$ cat src/rtl/avmm_io_hub_if.sv
// Avalon-MM slave bus bundle for avmm_io_hub: word address, read/write strobes and data.
// The master modport drives the bus (Nios data master or testbench) and the slave modport is the hub side.
interface avmm_io_hub_if;
    logic [2:0]  avs_address;
    logic        avs_read;
    logic        avs_write;
    logic [31:0] avs_writedata;
    logic [31:0] avs_readdata;

    modport master (
        output avs_address, avs_read, avs_write, avs_writedata,
        input  avs_readdata
    );

    modport slave (
        input  avs_address, avs_read, avs_write, avs_writedata,
        output avs_readdata
    );
endinterface

$ cat src/rtl/avmm_io_hub.sv
// Avalon-MM I/O hub: synchronised/debounced switches and keys, key-press edge capture with maskable IRQ,
// LED and 7-segment outputs. Define IO_HUB_DEBOUNCE_EN to enable the tick-based debouncer.
module avmm_io_hub #(
    parameter int SW_W         = 10,
    parameter int KEY_W        = 2,
    parameter int LED_W        = 10,
    parameter int HEX_DIGITS   = 6,
    parameter int DEBOUNCE_CYC = 50000
) (
    input  logic                    clk_clk,
    input  logic                    reset_reset_n,
    avmm_io_hub_if.slave            avs,
    output logic                    irq,
    input  logic [SW_W-1:0]         sw_in,
    input  logic [KEY_W-1:0]        key_in,
    output logic [LED_W-1:0]        ledr_out,
    output logic [7*HEX_DIGITS-1:0] hex_seg
);

    localparam int HEX_W = 4 * HEX_DIGITS;

    typedef enum logic [2:0] {
        A_SW   = 3'd0,
        A_KEY  = 3'd1,
        A_EDGE = 3'd2,
        A_MASK = 3'd3,
        A_LEDR = 3'd4,
        A_HEXV = 3'd5,
        A_HEXB = 3'd6,
        A_NONE = 3'd7
    } addr_e;

    if (SW_W < 1 || SW_W > 32 || KEY_W < 1 || KEY_W > 32 || LED_W < 1 || LED_W > 32 ||
        HEX_DIGITS < 1 || HEX_DIGITS > 8 || DEBOUNCE_CYC < 2) begin : g_bad_params
        $error("avmm_io_hub: parameter out of range");
    end

    function automatic logic [6:0] seg7(input logic [3:0] v);
        logic [6:0] s;
        case (v)
            4'h0: s = 7'h40;  4'h1: s = 7'h79;  4'h2: s = 7'h24;  4'h3: s = 7'h30;
            4'h4: s = 7'h19;  4'h5: s = 7'h12;  4'h6: s = 7'h02;  4'h7: s = 7'h78;
            4'h8: s = 7'h00;  4'h9: s = 7'h10;  4'hA: s = 7'h08;  4'hB: s = 7'h03;
            4'hC: s = 7'h46;  4'hD: s = 7'h21;  4'hE: s = 7'h06;  default: s = 7'h0E;
        endcase
        return s;
    endfunction

    logic [SW_W-1:0]  sw_s1_q, sw_s2_q;
    logic [KEY_W-1:0] key_s1_q, key_s2_q;

    // Key synchronisers reset to the released pad level so no phantom press appears after reset.
    // NOTE: sequential state uses non-blocking assignments so every flop samples pre-edge values.
    always_ff @(posedge clk_clk or negedge reset_reset_n) begin
        if (!reset_reset_n) begin
            sw_s1_q  <= '0;
            sw_s2_q  <= '0;
            key_s1_q <= '1;
            key_s2_q <= '1;
        end else begin
            sw_s1_q  <= sw_in;
            sw_s2_q  <= sw_s1_q;
            key_s1_q <= key_in;
            key_s2_q <= key_s1_q;
        end
    end

    logic [SW_W-1:0]  sw_db;
    logic [KEY_W-1:0] key_db;

`ifdef IO_HUB_DEBOUNCE_EN
    localparam int CNT_W = $clog2(DEBOUNCE_CYC);

    logic [CNT_W-1:0] tick_cnt_q;
    logic             tick;
    logic [SW_W-1:0]  sw_samp_q, sw_db_q, sw_same;
    logic [KEY_W-1:0] key_samp_q, key_db_q, key_same, key_sync;

    assign tick     = (tick_cnt_q == CNT_W'(DEBOUNCE_CYC - 1));
    assign key_sync = ~key_s2_q;
    assign sw_same  = sw_s2_q ~^ sw_samp_q;
    assign key_same = key_sync ~^ key_samp_q;

    // A bit follows its sample only when two consecutive tick samples agree.
    always_ff @(posedge clk_clk or negedge reset_reset_n) begin
        if (!reset_reset_n) begin
            tick_cnt_q <= '0;
            sw_samp_q  <= '0;
            sw_db_q    <= '0;
            key_samp_q <= '0;
            key_db_q   <= '0;
        end else begin
            tick_cnt_q <= tick ? '0 : tick_cnt_q + CNT_W'(1);
            if (tick) begin
                sw_samp_q  <= sw_s2_q;
                key_samp_q <= key_sync;
                sw_db_q    <= (sw_same & sw_s2_q) | (~sw_same & sw_db_q);
                key_db_q   <= (key_same & key_sync) | (~key_same & key_db_q);
            end
        end
    end

    assign sw_db  = sw_db_q;
    assign key_db = key_db_q;
`else
    assign sw_db  = sw_s2_q;
    assign key_db = ~key_s2_q;
`endif

    logic [KEY_W-1:0]        key_prev_q, edge_q, edge_d, mask_q, mask_d, edge_clr, key_rise;
    logic [LED_W-1:0]        ledr_q, ledr_d;
    logic [HEX_W-1:0]        hexv_q, hexv_d;
    logic [HEX_DIGITS-1:0]   hexb_q, hexb_d;
    logic [7*HEX_DIGITS-1:0] seg_q, seg_d;
    logic [31:0]             rdata_q, rdata_d;
    logic                    irq_q;
    addr_e                   addr;

    assign addr = addr_e'(avs.avs_address);

    // NOTE: every always_comb output gets a default first, so no path can infer a latch.
    always_comb begin
        edge_clr = '0;
        mask_d   = mask_q;
        ledr_d   = ledr_q;
        hexv_d   = hexv_q;
        hexb_d   = hexb_q;
        rdata_d  = '0;
        key_rise = key_db & ~key_prev_q;

        if (avs.avs_write) begin
            case (addr)
                A_EDGE:  edge_clr = avs.avs_writedata[KEY_W-1:0];
                A_MASK:  mask_d   = avs.avs_writedata[KEY_W-1:0];
                A_LEDR:  ledr_d   = avs.avs_writedata[LED_W-1:0];
                A_HEXV:  hexv_d   = avs.avs_writedata[HEX_W-1:0];
                A_HEXB:  hexb_d   = avs.avs_writedata[HEX_DIGITS-1:0];
                default: ;
            endcase
        end

        // A press landing in the same cycle as its W1C wins.
        edge_d = (edge_q & ~edge_clr) | key_rise;

        // Segments come from next-state values so the registered digits track a write with one cycle latency.
        for (int i = 0; i < HEX_DIGITS; i++) begin
            seg_d[7*i +: 7] = hexb_d[i] ? 7'h7F : seg7(hexv_d[4*i +: 4]);
        end

        // Read mux uses current register values, so a same-cycle write returns the old contents.
        if (avs.avs_read) begin
            case (addr)
                A_SW:    rdata_d = 32'(sw_db);
                A_KEY:   rdata_d = 32'(key_db);
                A_EDGE:  rdata_d = 32'(edge_q);
                A_MASK:  rdata_d = 32'(mask_q);
                A_LEDR:  rdata_d = 32'(ledr_q);
                A_HEXV:  rdata_d = 32'(hexv_q);
                A_HEXB:  rdata_d = 32'(hexb_q);
                A_NONE:  rdata_d = '0;
                default: rdata_d = '0;
            endcase
        end
    end

    always_ff @(posedge clk_clk or negedge reset_reset_n) begin
        if (!reset_reset_n) begin
            key_prev_q <= '0;
            edge_q     <= '0;
            mask_q     <= '0;
            ledr_q     <= '0;
            hexv_q     <= '0;
            hexb_q     <= '1;
            seg_q      <= '1;
            rdata_q    <= '0;
            irq_q      <= 1'b0;
        end else begin
            key_prev_q <= key_db;
            edge_q     <= edge_d;
            mask_q     <= mask_d;
            ledr_q     <= ledr_d;
            hexv_q     <= hexv_d;
            hexb_q     <= hexb_d;
            seg_q      <= seg_d;
            rdata_q    <= rdata_d;
            irq_q      <= |(edge_q & mask_q);
        end
    end

    assign avs.avs_readdata = rdata_q;
    assign irq              = irq_q;
    assign ledr_out         = ledr_q;
    assign hex_seg          = seg_q;

endmodule

$ cat src/flat_wrapper.sv
// flat-port wrapper written by rule: the top's interface ports become plain ports
module avmm_io_hub_flat 
#(
    parameter int SW_W         = 10,
    parameter int KEY_W        = 2,
    parameter int LED_W        = 10,
    parameter int HEX_DIGITS   = 6,
    parameter int DEBOUNCE_CYC = 50000
)
  (clk_clk, reset_reset_n, irq, sw_in, key_in, ledr_out, hex_seg, avs_avs_address, avs_avs_read, avs_avs_write, avs_avs_writedata, avs_avs_readdata);
  avmm_io_hub_if avs_i ();
  input  logic clk_clk;
  input  logic reset_reset_n;
  output logic irq;
  input  logic [SW_W-1:0] sw_in;
  input  logic [KEY_W-1:0] key_in;
  output logic [LED_W-1:0] ledr_out;
  output logic [7*HEX_DIGITS-1:0] hex_seg;
  input wire logic [$bits(avs_i.avs_address)-1:0] avs_avs_address;
  input wire logic [$bits(avs_i.avs_read)-1:0] avs_avs_read;
  input wire logic [$bits(avs_i.avs_write)-1:0] avs_avs_write;
  input wire logic [$bits(avs_i.avs_writedata)-1:0] avs_avs_writedata;
  output wire logic [$bits(avs_i.avs_readdata)-1:0] avs_avs_readdata;
  assign avs_i.avs_address = avs_avs_address;
  assign avs_i.avs_read = avs_avs_read;
  assign avs_i.avs_write = avs_avs_write;
  assign avs_i.avs_writedata = avs_avs_writedata;
  assign avs_avs_readdata = avs_i.avs_readdata;
  avmm_io_hub #(.SW_W(SW_W), .KEY_W(KEY_W), .LED_W(LED_W), .HEX_DIGITS(HEX_DIGITS), .DEBOUNCE_CYC(DEBOUNCE_CYC)) u_core (.clk_clk(clk_clk), .reset_reset_n(reset_reset_n), .avs(avs_i), .irq(irq), .sw_in(sw_in), .key_in(key_in), .ledr_out(ledr_out), .hex_seg(hex_seg));
endmodule
$ cat config.mk
export PLATFORM = sky130hd
export DESIGN_NAME = avmm_io_hub_flat
export DESIGN_NICKNAME = d
export VERILOG_FILES = /design/src/rtl/avmm_io_hub_if.sv /design/src/rtl/avmm_io_hub.sv /design/src/flat_wrapper.sv
export SDC_FILE = /design/constraint.sdc
export NUM_CORES = 1
export LEC_CHECK = 0
export BUFFER_PORTS_ARGS = -buffer_cell sky130_fd_sc_hd__buf_2
export CAP_MARGIN = 10
export CORE_ASPECT_RATIO = 1.2
export CORE_MARGIN = 4
export CORE_UTILIZATION = 55
export DETAILED_ROUTE_END_ITERATION = 8
export PLACE_DENSITY = 0.8
export RECOVER_POWER = 100
export SYNTH_ARGS = -nofsm -noshare
export SYNTH_HDL_FRONTEND = slang
export SYNTH_SLANG_ARGS = --single-unit
$ cat constraint.sdc
create_clock -name clk_clk -period 2.26 [get_ports clk_clk]
set_clock_uncertainty 0.05 [all_clocks]
set_input_delay 0.226 -clock clk_clk [delete_from_list [all_inputs] [get_ports clk_clk]]
set_output_delay 0.226 -clock clk_clk [all_outputs]
set_load 0.02 [all_outputs]
=== Yosys cells after proc, flatten, opt, wreduce, memory -nomap -nowiden ===
Memories as Yosys holds them, arrays and structs flattened.
Index checks and enable logic that the tools add are counted.

* Equality and inequality tests: 7
* Mux-type cells: 14
* Bitwise gates (word level): 7
* Reduce and logical (&&, ||, !) cells: 4

{| class="wikitable"
|+ Operators by type and width
! cell !! number
|-
| 32-bit case mux with 8 select lines || 1
|-
| 24-bit 2-to-1 mux || 2
|-
| 7-bit 2-to-1 mux || 6
|-
| 32-bit 2-to-1 mux || 1
|-
| 3-bit == test, second input constant || 4
|-
| 6-bit 2-to-1 mux || 2
|-
| 2-bit AND || 3
|-
| 3-bit by 2-bit == test with 1-bit output, second input constant || 2
|-
| 2-bit inverter || 3
|-
| 2-bit 2-to-1 mux || 2
|-
| 2-bit AND reduction || 2
|-
| 3-bit by 1-bit == test with 1-bit output, second input constant || 1
|-
| 3-bit logical NOT || 1
|-
| 2-bit OR || 1
|-
| 2-bit OR reduction || 1
|}

* Register bits: 145
* Memory bits (read-only): 672
* Input bits: 51
* Output and inout bits: 85
* Memories kept: 6

{| class="wikitable"
|+ Memories
! name !! depth !! width !! read ports !! clocked after memory_dff !! wr ports !! line !! source
|-
| (name not given) || 16 || 7 || 1 || 0 || 0 || avmm_io_hub.sv:40 || <nowiki>case (v)</nowiki>
|-
| (name not given) || 16 || 7 || 1 || 0 || 0 || avmm_io_hub.sv:40 ||
|-
| (name not given) || 16 || 7 || 1 || 0 || 0 || avmm_io_hub.sv:40 ||
|-
| (name not given) || 16 || 7 || 1 || 0 || 0 || avmm_io_hub.sv:40 ||
|-
| (name not given) || 16 || 7 || 1 || 0 || 0 || avmm_io_hub.sv:40 ||
|-
| (name not given) || 16 || 7 || 1 || 0 || 0 || avmm_io_hub.sv:40 ||
|}

=== Longest topological paths before layout ===
Gate-level depths: netlist of the first run.

* Depth after elaboration: 6
* Gate-level depth with buffers: 11
* Gate-level depth less buffers: 8

=== Worst setup path before layout of the first run ===
Ideal clock, no wire load.

* Path kind: input-to-reg
* Start point: in avs_avs_address[1]
* End point: reg u_core.seg_q[35] (netlist: u_core.hex_seg[35])
* Library setup time: 0.100 ns
* Data arrival time: 2.084 ns
* Data required time: 2.110 ns
* Setup slack: 0.026 ns
* Cell stages on the path: 11
* Buffers on the path: 3
* Cells stage by stage: nand4b_1 > buf_6 > buf_6 > buf_6 > mux2i_1 > inv_1 > ha_1 > nor3b_1 > a21oi_1 > a21oi_1 > o21ai_0

* Longest elaborated chain between the ends: 5

{| class="wikitable"
|+ Ends and longest elaborated chain
! item !! line !! source
|-
| from (decl) || flat_wrapper.sv:19 || <nowiki>input wire logic [$bits(avs_i.avs_address)-1:0] avs_avs_address;</nowiki>
|-
| 3-bit == test || avmm_io_hub.sv:132 || <nowiki>case (addr)</nowiki>
|-
| 24-bit 2-to-1 mux || avmm_io_hub.sv:132 ||
|-
| 24-bit 2-to-1 mux || avmm_io_hub.sv:131 || <nowiki>if (avs.avs_write) begin</nowiki>
|-
| via u_core.hexv_d[21] || avmm_io_hub.sv:112 || <nowiki>logic [HEX_W-1:0] hexv_q, hexv_d;</nowiki>
|-
| memory read 16 x 7 bit || n/a ||
|-
| 7-bit 2-to-1 mux || avmm_io_hub.sv:147 || <nowiki>seg_d[7*i +: 7] = hexb_d[i] ? 7'h7F : seg7(hexv_d[4*i +: 4]);</nowiki>
|-
| via u_core.seg_d[35] || avmm_io_hub.sv:114 || <nowiki>logic [7*HEX_DIGITS-1:0] seg_q, seg_d;</nowiki>
|-
| to (signal assigned) || avmm_io_hub.sv:184 || <nowiki>seg_q <= seg_d;</nowiki>
|-
| to (decl) || avmm_io_hub.sv:114 ||
|}

The timed path passes the listed nets, and every way through them passes these cells.
A chain may end at the register's enable or synchronous reset.

=== Worst setup path in the final report of the first run ===
* Start point: in avs_avs_address[1]
* End point: reg u_core.seg_q[21] (netlist: u_core.hex_seg[21])

{| class="wikitable"
|+ RTL lines
! item !! line !! source
|-
| 3-bit == test || avmm_io_hub.sv:132 ||
|-
| 6-bit 2-to-1 mux || avmm_io_hub.sv:132 ||
|-
| 6-bit 2-to-1 mux || avmm_io_hub.sv:131 ||
|-
| via u_core.hexb_d[3] || avmm_io_hub.sv:113 || <nowiki>logic [HEX_DIGITS-1:0] hexb_q, hexb_d;</nowiki>
|-
| 7-bit 2-to-1 mux || avmm_io_hub.sv:147 ||
|-
| via u_core.seg_d[21] || avmm_io_hub.sv:114 ||
|}

The timed path passes the listed nets, and every way through them passes these cells.

==> flow_metrics.tcl, run 1 <==
set metrics [dict create \
    fin_crit_sh 0.877 \
    slew_headroom 0.0518 \
    overflow 0 \
    critPathSlowestCell "mux2_1" \
    start_util 0.566 \
    synth_top_family_by_area "multiplexers" \
    path_cells "buf_2, clkbuf_1, nand4b_1, mux2_1, a211oi_1, a21oi_1" \
    grt_pass1_wl_um 25300 \
    track_usage 0.238 \
    syn-cell-area_um2 6570 \
    nNetsFinal 810 \
    wl_per_cell_um 17.5 \
    rsz0062_at_grt "no" \
    synth_mux_area_frac 0.149 \
    synth_xor_xnor_area_share 0.00799 \
    synthAdderAreaFrac 0.0647 \
    drtIter0Drc 207 \
    syn_area_per_cell_um2 12.2 \
    syn2layout_area_growth_pct 23.5 \
    critPathMaxFanout 13 \
    endpoint_kind "flip-flop" \
    synth_cell_type_count 44 \
    fmax_mhz 505 \
    clockBufferDepth 2 \
    critPathLaunchType "input pin" \
    diodes 0 \
    drv_cap 0 \
    setup_viol 0 \
    cts_inserted_buffers 17 \
    antenna_left 0 \
    min_path_type "input pin to flip-flop" \
    clock_sinks 137 \
    die_y_um 128 \
    cts_tree "done" \
    seq_area_frac_synth 0.531 \
    post-route-min-period_ps 1980 \
    hold_start "avs_avs_writedata[17]" \
    cts_root_buf "clkbuf_16" \
    holdPathEnd "u_core.hexv_q[17]$_DFF_PN0_" \
    instances_no_fill 895 \
    reg2reg_from "u_core.hexv_q[2]$_DFF_PN0_" \
    yosysWarnings 0 \
    r2r_cells 3 \
    synth_compound_area_frac 0.116 \
    clkTransAtPathRegs_ps 60 \
    gp_congestion 0.926 \
    outcome "completed" \
    drc_errors 0 \
    port_buffers 119 \
    fp-row-count 43 \
    core-area_um2 11600 \
    power.density_nw_per_um2 1080 \
    path_buf_inv 2 \
    grt_start_max_net_pins 61 \
    tightest_slew_ps 1420 \
    finalMaxSlewViolations 0 \
    setup_tns_ps 0 \
    cts-htree-levels 4 \
    peakVddDrop_mv 0.576 \
    viasPerCell 5.47 \
    critPathTopFamily "multiplexers" \
    synth_seq_cells 137 \
    synth-simple-area-share 0.0830 \
    synth_cells 537 \
    arrival_ps 2270 \
    place_inst 850 \
    dieArea_um2 13800 \
    routed_wl_um 15700 \
    drt_first_pass_iters 5 \
    dp_hpwl_um 11000 \
    layout-drive-gt1-share 0.272 \
    multi_input_area_um2 2700 \
    vias 4897 \
    die_x_um 108 \
    reg2reg_to "u_core.hex_seg[6]$_DFF_PN1_" \
    grt_antenna_before_repair 0 \
    hold_viol_final 0 \
    holdPathStages 2 \
    path_class "input pin to flip-flop" \
    final.fill_count 914 \
    register_area_um2 3490 \
    post_cts_buffers 0 \
    clkLatencyLatePin_ps 420 \
    grt_pass1_vias 5082 \
    cpPeakStageDelay_ps 630 \
    crit_required_ps 2550 \
    startpoint "avs_avs_address[1]" \
    r2r_slack_ps 280 \
    leakage_nw 3.82 \
    io_pins 136 \
]
-- placed cells by master, fill, tap and decap left out, types with 22 or more instances in the layout --
master,instances
buf_2,39
buf_4,39
clkbuf_1,90
dfrtp_1,85
dfstp_2,50
ha_1,34
inv_1,33
mux2_2,27
mux2i_1,45
nand2_1,22
nor2_1,43
o21ai_0,23
-- worst register-to-register path, stage by stage (launching register included) --
cell	delay, ps
dfrtp_1	420
mux2i_1	720
mux2_2	420
a221o_1	300
-- logic make-up (layout without fill, tap and decap cells) --
family | after synthesis | count (layout)
flip-flops | 137 | 137
AND/OR/NAND/NOR | 112 | 112
AO/OA/AOI/OAI | 109 | 109
multiplexers | 80 | 80
buffers and inverters | 58 | 252
adder cells (fa/ha/maj) | 34 | 34
XOR/XNOR | 6 | 6
other | 1 | 8
-- layout make-up --
type / instances / area share
tap: 157 / 0.0242
multi-input combinational: 349 / 0.332
sequential: 137 / 0.430
clock inverter: 14 / 0.0173
inverter: 35 / 0.0162
clock buffer: 18 / 0.0541
timing repair buffer: 185 / 0.126
-- power by group --
part | switching [mW] | internal (mW) | total, mW | leakage (nW)
combinational | 1.66 | 1.04 | 2.71 | 1.96
sequential | 0.259 | 3.15 | 3.41 | 1.59
clock | 1.13 | 1.57 | 2.70 | 0.268
total | 3.05 | 5.76 | 8.81 | 3.82
-- metal layers --
layer  routed length (µm)  global-route usage  vias to the layer above
li1                     -                   -                     2268
met1                 6150               0.278                     2411
met2                 8080               0.407                      181
met3                  992              0.0670                       37
met4                  430               0.104                        0
met5                    0                   0                        -
-- metrics by stage --
stage / hold slack (ps) / cell area, µm² / worst slack (ps) / total power [mW] / util
3_5_place_dp: 178 / 7660 / 89.8 / 6.27 / 0.659
5_1_grt: 19.1 / 8120 / 149 / 9.28 / 0.699
6_report: 19.9 / 8120 / 278 / 8.81 / 0.699
3_3_place_gp: 169 / 7660 / 165 / 6.16 / 0.659
2_1_floorplan: -120 / 6600 / 26.4 / 5.22 / -
4_1_cts: 11.7 / 8370 / 527 / 9.03 / 0.720
-- cells in the mapped netlist --
library cell,instances,area share
dfrtp_1,85,0.32
clkbuf_1,5,0.0029
buf_4,13,0.015
o311ai_1,1,0.0013
inv_1,33,0.019
o31ai_1,4,0.0046
or2_2,4,0.0038
o221ai_1,9,0.012
buf_2,1,0.00076
a22oi_1,11,0.013
a211oi_1,9,0.010
buf_12,1,0.0030
inv_2,2,0.0011
o211ai_1,1,0.0011
a22o_1,7,0.0093
and2_1,15,0.014
nand2_1,22,0.013
buf_6,3,0.0051
o32ai_1,1,0.0013
nand4b_1,2,0.0027
mux2_2,31,0.053
nand2b_1,4,0.0038
nand4_1,2,0.0019
xnor2_1,6,0.0080
and3_1,1,0.00095
nor3b_1,7,0.0080
mux2i_4,9,0.031
a21o_1,1,0.0011
dfstp_2,52,0.21
ha_1,34,0.065
a21oi_1,15,0.011
conb_1,1,0.00057
nor2_1,43,0.025
a31oi_1,10,0.0095
o21ai_1,1,0.00076
o21ai_0,22,0.017
o22ai_1,2,0.0019
nand3_1,5,0.0038
o311ai_0,1,0.0013
a221o_1,12,0.018
a221oi_1,2,0.0027
mux2i_1,32,0.049
nor2b_1,7,0.0067
mux2i_2,8,0.017
-- sequential cells by signal (all words and copies together), names as in the netlist --
signal / flops
u_core.edge_q: 2
u_core.hex_seg: 42
u_core.sw_s1_q: 10
u_core.key_prev_q: 2
u_core.key_s1_q: 2
u_core.sw_db: 10
u_core.irq: 1
u_core.hexb_q: 6
u_core.avs.avs_readdata: 24
u_core.ledr_out: 10
u_core.mask_q: 2
u_core.key_s2_q: 2
u_core.hexv_q: 24
-- timing repair --
action / 4_1_cts / 5_1_grt
endpoints found under the hold margin: 41 / 0
gates resized for setup: 0 / 0
hold buffers: 13 / 0
-- how the worst max path moves through the flow --
stage / to / cells past startpoint
after detailed placement: u_core.hex_seg[20]$_DFF_PN1_ / 8
final: u_core.hex_seg[21]$_DFF_PN1_ / 6
after floorplan: u_core.hex_seg[35]$_DFF_PN1_ / 11
after global placement: u_core.hex_seg[6]$_DFF_PN1_ / 8
after global routing: u_core.hex_seg[21]$_DFF_PN1_ / 6
after CTS: u_core.hex_seg[20]$_DFF_PN1_ / 8
Note: power is estimated with default switching activity, not from simulation.
==> run 2, diff against run 1 <==
- CELL_PAD_IN_SITES_DETAIL_PLACEMENT: unset -> 1
- CELL_PAD_IN_SITES_GLOBAL_PLACEMENT: unset -> 2
- CORE_UTILIZATION: 55 -> 36
- PLACE_DENSITY: 0.8 -> unset
- PLACE_DENSITY_LB_ADDON: unset -> 0.2
==> flow_metrics.tcl, run 2 (same netlist as run 1, synthesis figures left out) <==
set metrics [dict create \
    drc_errors 0 \
    critPathMaxFanout 13 \
    critPathLaunchType "input pin" \
    fin_crit_sh 0.836 \
    vias 4742 \
    die_x_um 131 \
    clkPwrFrac 0.303 \
    fmax_mhz 529 \
    dp_hpwl_um 12800 \
    crit_required_ps 2540 \
    finalMaxSlewViolations 0 \
    viasPerCell 5.03 \
    largest_reg_flops 42 \
    track_usage 0.173 \
    power.density_nw_per_um2 1070 \
    leakage_nw 3.74 \
    start_util 0.371 \
    cts_hold_buf 13 \
    cts_root_buf "clkbuf_16" \
    clock_sinks 137 \
    power_frac_seq 0.395 \
    overflow 0 \
    grt_start_max_net_pins 63 \
    fin_util 0.454 \
    arrival_ps 2170 \
    syn2layout_area_growth_pct 22.4 \
    core-area_um2 17700 \
    antenna_left 0 \
    comb_power_share 0.302 \
    path_class "input pin to flip-flop" \
    port_buffers 119 \
    worst_slack_ps 371 \
    clockBufferDepth 2 \
    cts-htree-levels 4 \
    diodes 0 \
    drt_first_pass_iters 4 \
    min_path_type "input pin to flip-flop" \
    place_inst 898 \
    grt_pass1_wl_um 28400 \
    die_y_um 156 \
    cts_inserted_buffers 17 \
    final.fill_count 1954 \
    hold_viol_final 0 \
    final_cell_mix "clkbuf_1 (89), dfrtp_1 (85), dfstp_2 (50)" \
    drv_cap 0 \
    slew_headroom 0.171 \
    grt_antenna_before_repair 0 \
    cts_tree "done" \
    p_sw_frac 0.355 \
    endpoint_kind "flip-flop" \
    gp_congestion 0.814 \
    nNetsFinal 795 \
    final_common_cell "clkbuf_1" \
    setup_viol 0 \
    tightest_slew_ps 1240 \
    peakVddDrop_mv 0.503 \
    post-route-min-period_ps 1890 \
    p_switching_mw 3.05 \
    outcome "completed" \
    post_cts_resized 0 \
    p_int_mw 5.55 \
    drtIter0Drc 206 \
    routed_wl_um 17200 \
    io_pins 136 \
    pre_cts_ws_ps 105 \
    grt_pass1_vias 5408 \
    rsz0062_at_grt "no" \
    fp-row-count 53 \
    setup_tns_ps 0 \
    layout-drive-gt1-share 0.259 \
    post_cts_buffers 0 \
    dieArea_um2 20500 \
    instances_no_fill 943 \
    clkLatencyLatePin_ps 420 \
    clkTransAtPathRegs_ps 60 \
    wl_per_cell_um 18.2 \
]
-- run 2: cell types whose count changed in the layout (fill, tap and decap cells not counted), sizes merged --
cell      delta
clkinvlp     -4
clkbuf       -2
buf         -14
bufinv       -1
clkinv       +4
inv          +2
-- run 2: path summary, 6_finish.rpt --
path | from | end | slack (ps) | cells after the start
min in group asynchronous | reset_reset_n | u_core.avs.avs_readdata[18]$_DFF_PN0_ | 590 | 2
max | avs_avs_address[1] | u_core.hex_seg[31]$_DFF_PN1_ | 370 | 8
max reg2reg | u_core.hexv_q[16]$_DFF_PN0_ | u_core.hex_seg[28]$_DFF_PN1_ | 390 | 5
max in group asynchronous | reset_reset_n | u_core.hexb_q[3]$_DFF_PN1_ | 510 | 3
min | avs_avs_writedata[8] | u_core.ledr_out[8]$_DFFE_PN0P_ | 30 | 2
min reg2reg | u_core.sw_s1_q[4]$_DFF_PN0_ | u_core.sw_db[4]$_DFF_PN0_ | 300 | 0
-- run 2: critical path, cell delays in order --
cell	delay (ps)
clkbuf_1	100
clkbuf_1	460
nand4b_1	160
clkbuf_1	270
mux2i_1	410
inv_1	170
a221oi_1	260
nand3_1	100
-- run 2: cell type report --
class	instances	area [µm²]	area share
repair buffers	170	900	0.112
clock buffers	17	425	0.0529
clock inverters	15	131	0.0163
flip-flops and latches	137	3490	0.434
multi-input cells	349	2690	0.334
inverters	35	131	0.0163
well taps	220	275	0.0342
-- run 2: metal layers --
metal  GRT usage  up-vias  share of wire
li1            -     2241              -
met1       0.200     2379           0.41
met2       0.318      104           0.53
met3      0.0381       18          0.039
met4      0.0595        0          0.016
met5           0        -              0
-- run 2: stage by stage --
step / hold WS, ps / power, mW / cell area [µm²]
6_report: 26.4 / 8.60 / 8050
2_1_floorplan: -120 / 5.22 / 6600
3_5_place_dp: 152 / 6.24 / 7610
5_1_grt: 15.3 / 9.17 / 8050
3_3_place_gp: 147 / 6.15 / 7610
4_1_cts: 1.85 / 8.93 / 8300
-- run 2: power groups by stage --
stage / sequential (mW) / combinational (mW) / clock [mW]
floorplan: 3.86 / 1.36 / 0
global placement: 3.44 / 2.71 / 0
detailed placement: 3.45 / 2.79 / 0
CTS: 3.41 / 2.82 / 2.69
global route: 3.46 / 2.88 / 2.82
finish: 3.40 / 2.60 / 2.61
==> run 3, diff against run 2 <==
- clock period: 2.26 -> 1.83 ns (I/O delays scaled with it)
==> flow_metrics.tcl, run 3 (same netlist as run 1, synthesis figures left out) <==
set metrics [dict create \
    outcome "completed" \
    reg2reg_to "u_core.hex_seg[28]$_DFF_PN1_" \
    clockBufferDepth 2 \
    wl_per_cell_um 18.4 \
    largest_reg_flops 42 \
    fmax_mhz 571 \
    slew_headroom 0.480 \
    critPathMaxFanout 4 \
    finalMaxSlewViolations 0 \
    power.density_nw_per_um2 1340 \
    arrival_ps 2010 \
    layout-drive-gt1-share 0.332 \
    die_x_um 131 \
    diodes 0 \
    drt_first_pass_iters 4 \
    cts_root_buf "clkbuf_16" \
    nNetsFinal 835 \
    drtIter0Drc 186 \
    p_switching_mw 3.88 \
    comb_power_share 0.312 \
    post_cts_buffers 0 \
    io_pins 136 \
    endpoint_kind "flip-flop" \
    endpoint "u_core.hex_seg[28]$_DFF_PN1_" \
    reg2reg_from "u_core.hexv_q[17]$_DFF_PN0_" \
    tightest_slew_ps 780 \
    hold_viol_final 0 \
    overflow 0 \
    vias 4993 \
    leakage_nw 3.93 \
    cts-htree-levels 4 \
    port_buffers 119 \
    min_path_type "input pin to flip-flop" \
    start_util 0.371 \
    p_sw_frac 0.334 \
    clkTransAtPathRegs_ps 60 \
    antenna_left 0 \
    crit_required_ps 2090 \
    post-route-min-period_ps 1750 \
    core-area_um2 17700 \
    grt_antenna_before_repair 0 \
    final_cell_mix "clkbuf_1 (85), dfrtp_1 (85), buf_4 (62)" \
    place_inst 937 \
    power_frac_seq 0.366 \
    startpoint "avs_avs_writedata[17]" \
    drv_cap 0 \
    routed_wl_um 18100 \
    critPathSlowestCell "dlygate4sd3_1" \
    cpPeakStageDelay_ps 530 \
    setup_tns_ps 0 \
    path_class "input pin to flip-flop" \
    p_int_mw 7.74 \
    clkPwrFrac 0.322 \
    clock_sinks 137 \
    grt_pass1_vias 5509 \
    fp-row-count 53 \
    instances_no_fill 983 \
    path_cells "dlygate4sd3_1, buf_2, mux2_1, buf_4, inv_2, ha_1, o32ai_1, o21ai_0" \
    dp_hpwl_um 13600 \
    track_usage 0.183 \
    drc_errors 0 \
    setup_viol 0 \
    die_y_um 156 \
    r2r_slack_ps 80 \
    dieArea_um2 20500 \
    grt_start_max_net_pins 48 \
    gp_congestion 0.866 \
    critPathLaunchType "input pin" \
    clkLatencyLatePin_ps 410 \
    peakVddDrop_mv 0.642 \
    syn2layout_area_growth_pct 31.6 \
    rsz0062_at_grt "no" \
    r2r_cells 6 \
    cts_inserted_buffers 17 \
    viasPerCell 5.08 \
    cts_tree "done" \
    grt_pass1_wl_um 29700 \
    fin_crit_sh 0.957 \
]
[run 3: changes by cell type in the layout (fill, tap and decap cells not counted), moves of 4 or more]
| cell | delta |
|---|---|
| buf_4 | +36 |
| bufinv_16 | +4 |
| clkbuf_1 | -4 |
| ha_1 | -5 |
| ha_4 | +4 |
| inv_1 | -9 |
| inv_2 | +9 |
| inv_6 | -5 |
| mux2i_1 | -10 |
| mux2i_4 | +12 |
[run 3: metal layers]
| layer | part of all wire | up-vias | GRT usage |
|---|---|---|---|
| li1 | - | 2318 | - |
| met1 | 0.41 | 2555 | 0.212 |
| met2 | 0.53 | 103 | 0.337 |
| met3 | 0.042 | 17 | 0.0477 |
| met4 | 0.013 | 0 | 0.0490 |
| met5 | 0 | - | 0 |
[run 3: worst min-delay path by stage]
stage | startpoint | depth (start not counted) | end
floorplan | reset_reset_n | 0 | u_core.avs.avs_readdata[0]$_DFF_PN0_
global placement | reset_reset_n | 1 | u_core.hexv_q[6]$_DFF_PN0_
detailed placement | reset_reset_n | 1 | u_core.hexv_q[6]$_DFF_PN0_
CTS | avs_avs_writedata[9] | 2 | u_core.ledr_out[9]$_DFFE_PN0P_
global route | avs_avs_writedata[8] | 2 | u_core.ledr_out[8]$_DFFE_PN0P_
finish | avs_avs_writedata[9] | 2 | u_core.ledr_out[9]$_DFFE_PN0P_
[run 3: layout make-up]
cell class | count | area [µm²]
timing repair buffer | 210 | 1210
multi-input combinational | 349 | 2900
inverter | 35 | 131
clock inverter | 13 | 194
clock buffer | 19 | 453
fill | 1967 | 9050
sequential | 137 | 3490
tap | 220 | 275
[run 3: through the flow]
step                 util  instance area [µm²]  worst slack [ps]  hold slack (ps)  total power [mW]
floorplan               -                 6800             -71.5             -163              6.58
global placement    0.458                 8110              -231              113              8.02
detailed placement  0.458                 8110              -276              113              8.14
CTS                 0.503                 8900               123             11.2              12.0
global route        0.489                 8650              15.2             14.9              12.3
finish              0.489                 8650              78.7             23.7              11.6
[run 3: power groups by stage]
stage	registers (mW)	clock network, mW	logic [mW]
after floorplan	4.79	0	1.79
after global placement	4.29	0	3.73
after detailed placement	4.31	0	3.83
after CTS	4.27	3.83	3.89
after global routing	4.32	3.98	3.98
final	4.25	3.74	3.63
[run 3: what timing repair did]
item | in CTS | in global routing
resized for setup | 0 | 0
endpoints found under the hold margin | 42 | 0
hold buffers | 14 | 0
[run 3: worst max-delay path: cells and delay by family]
| family | cells | cell delay [ps] |
|---|---|---|
| buf+inv | 4 | 910 |
| mux | 1 | 370 |
| compound gates | 2 | 360 |
| fa+ha+maj | 1 | 170 |
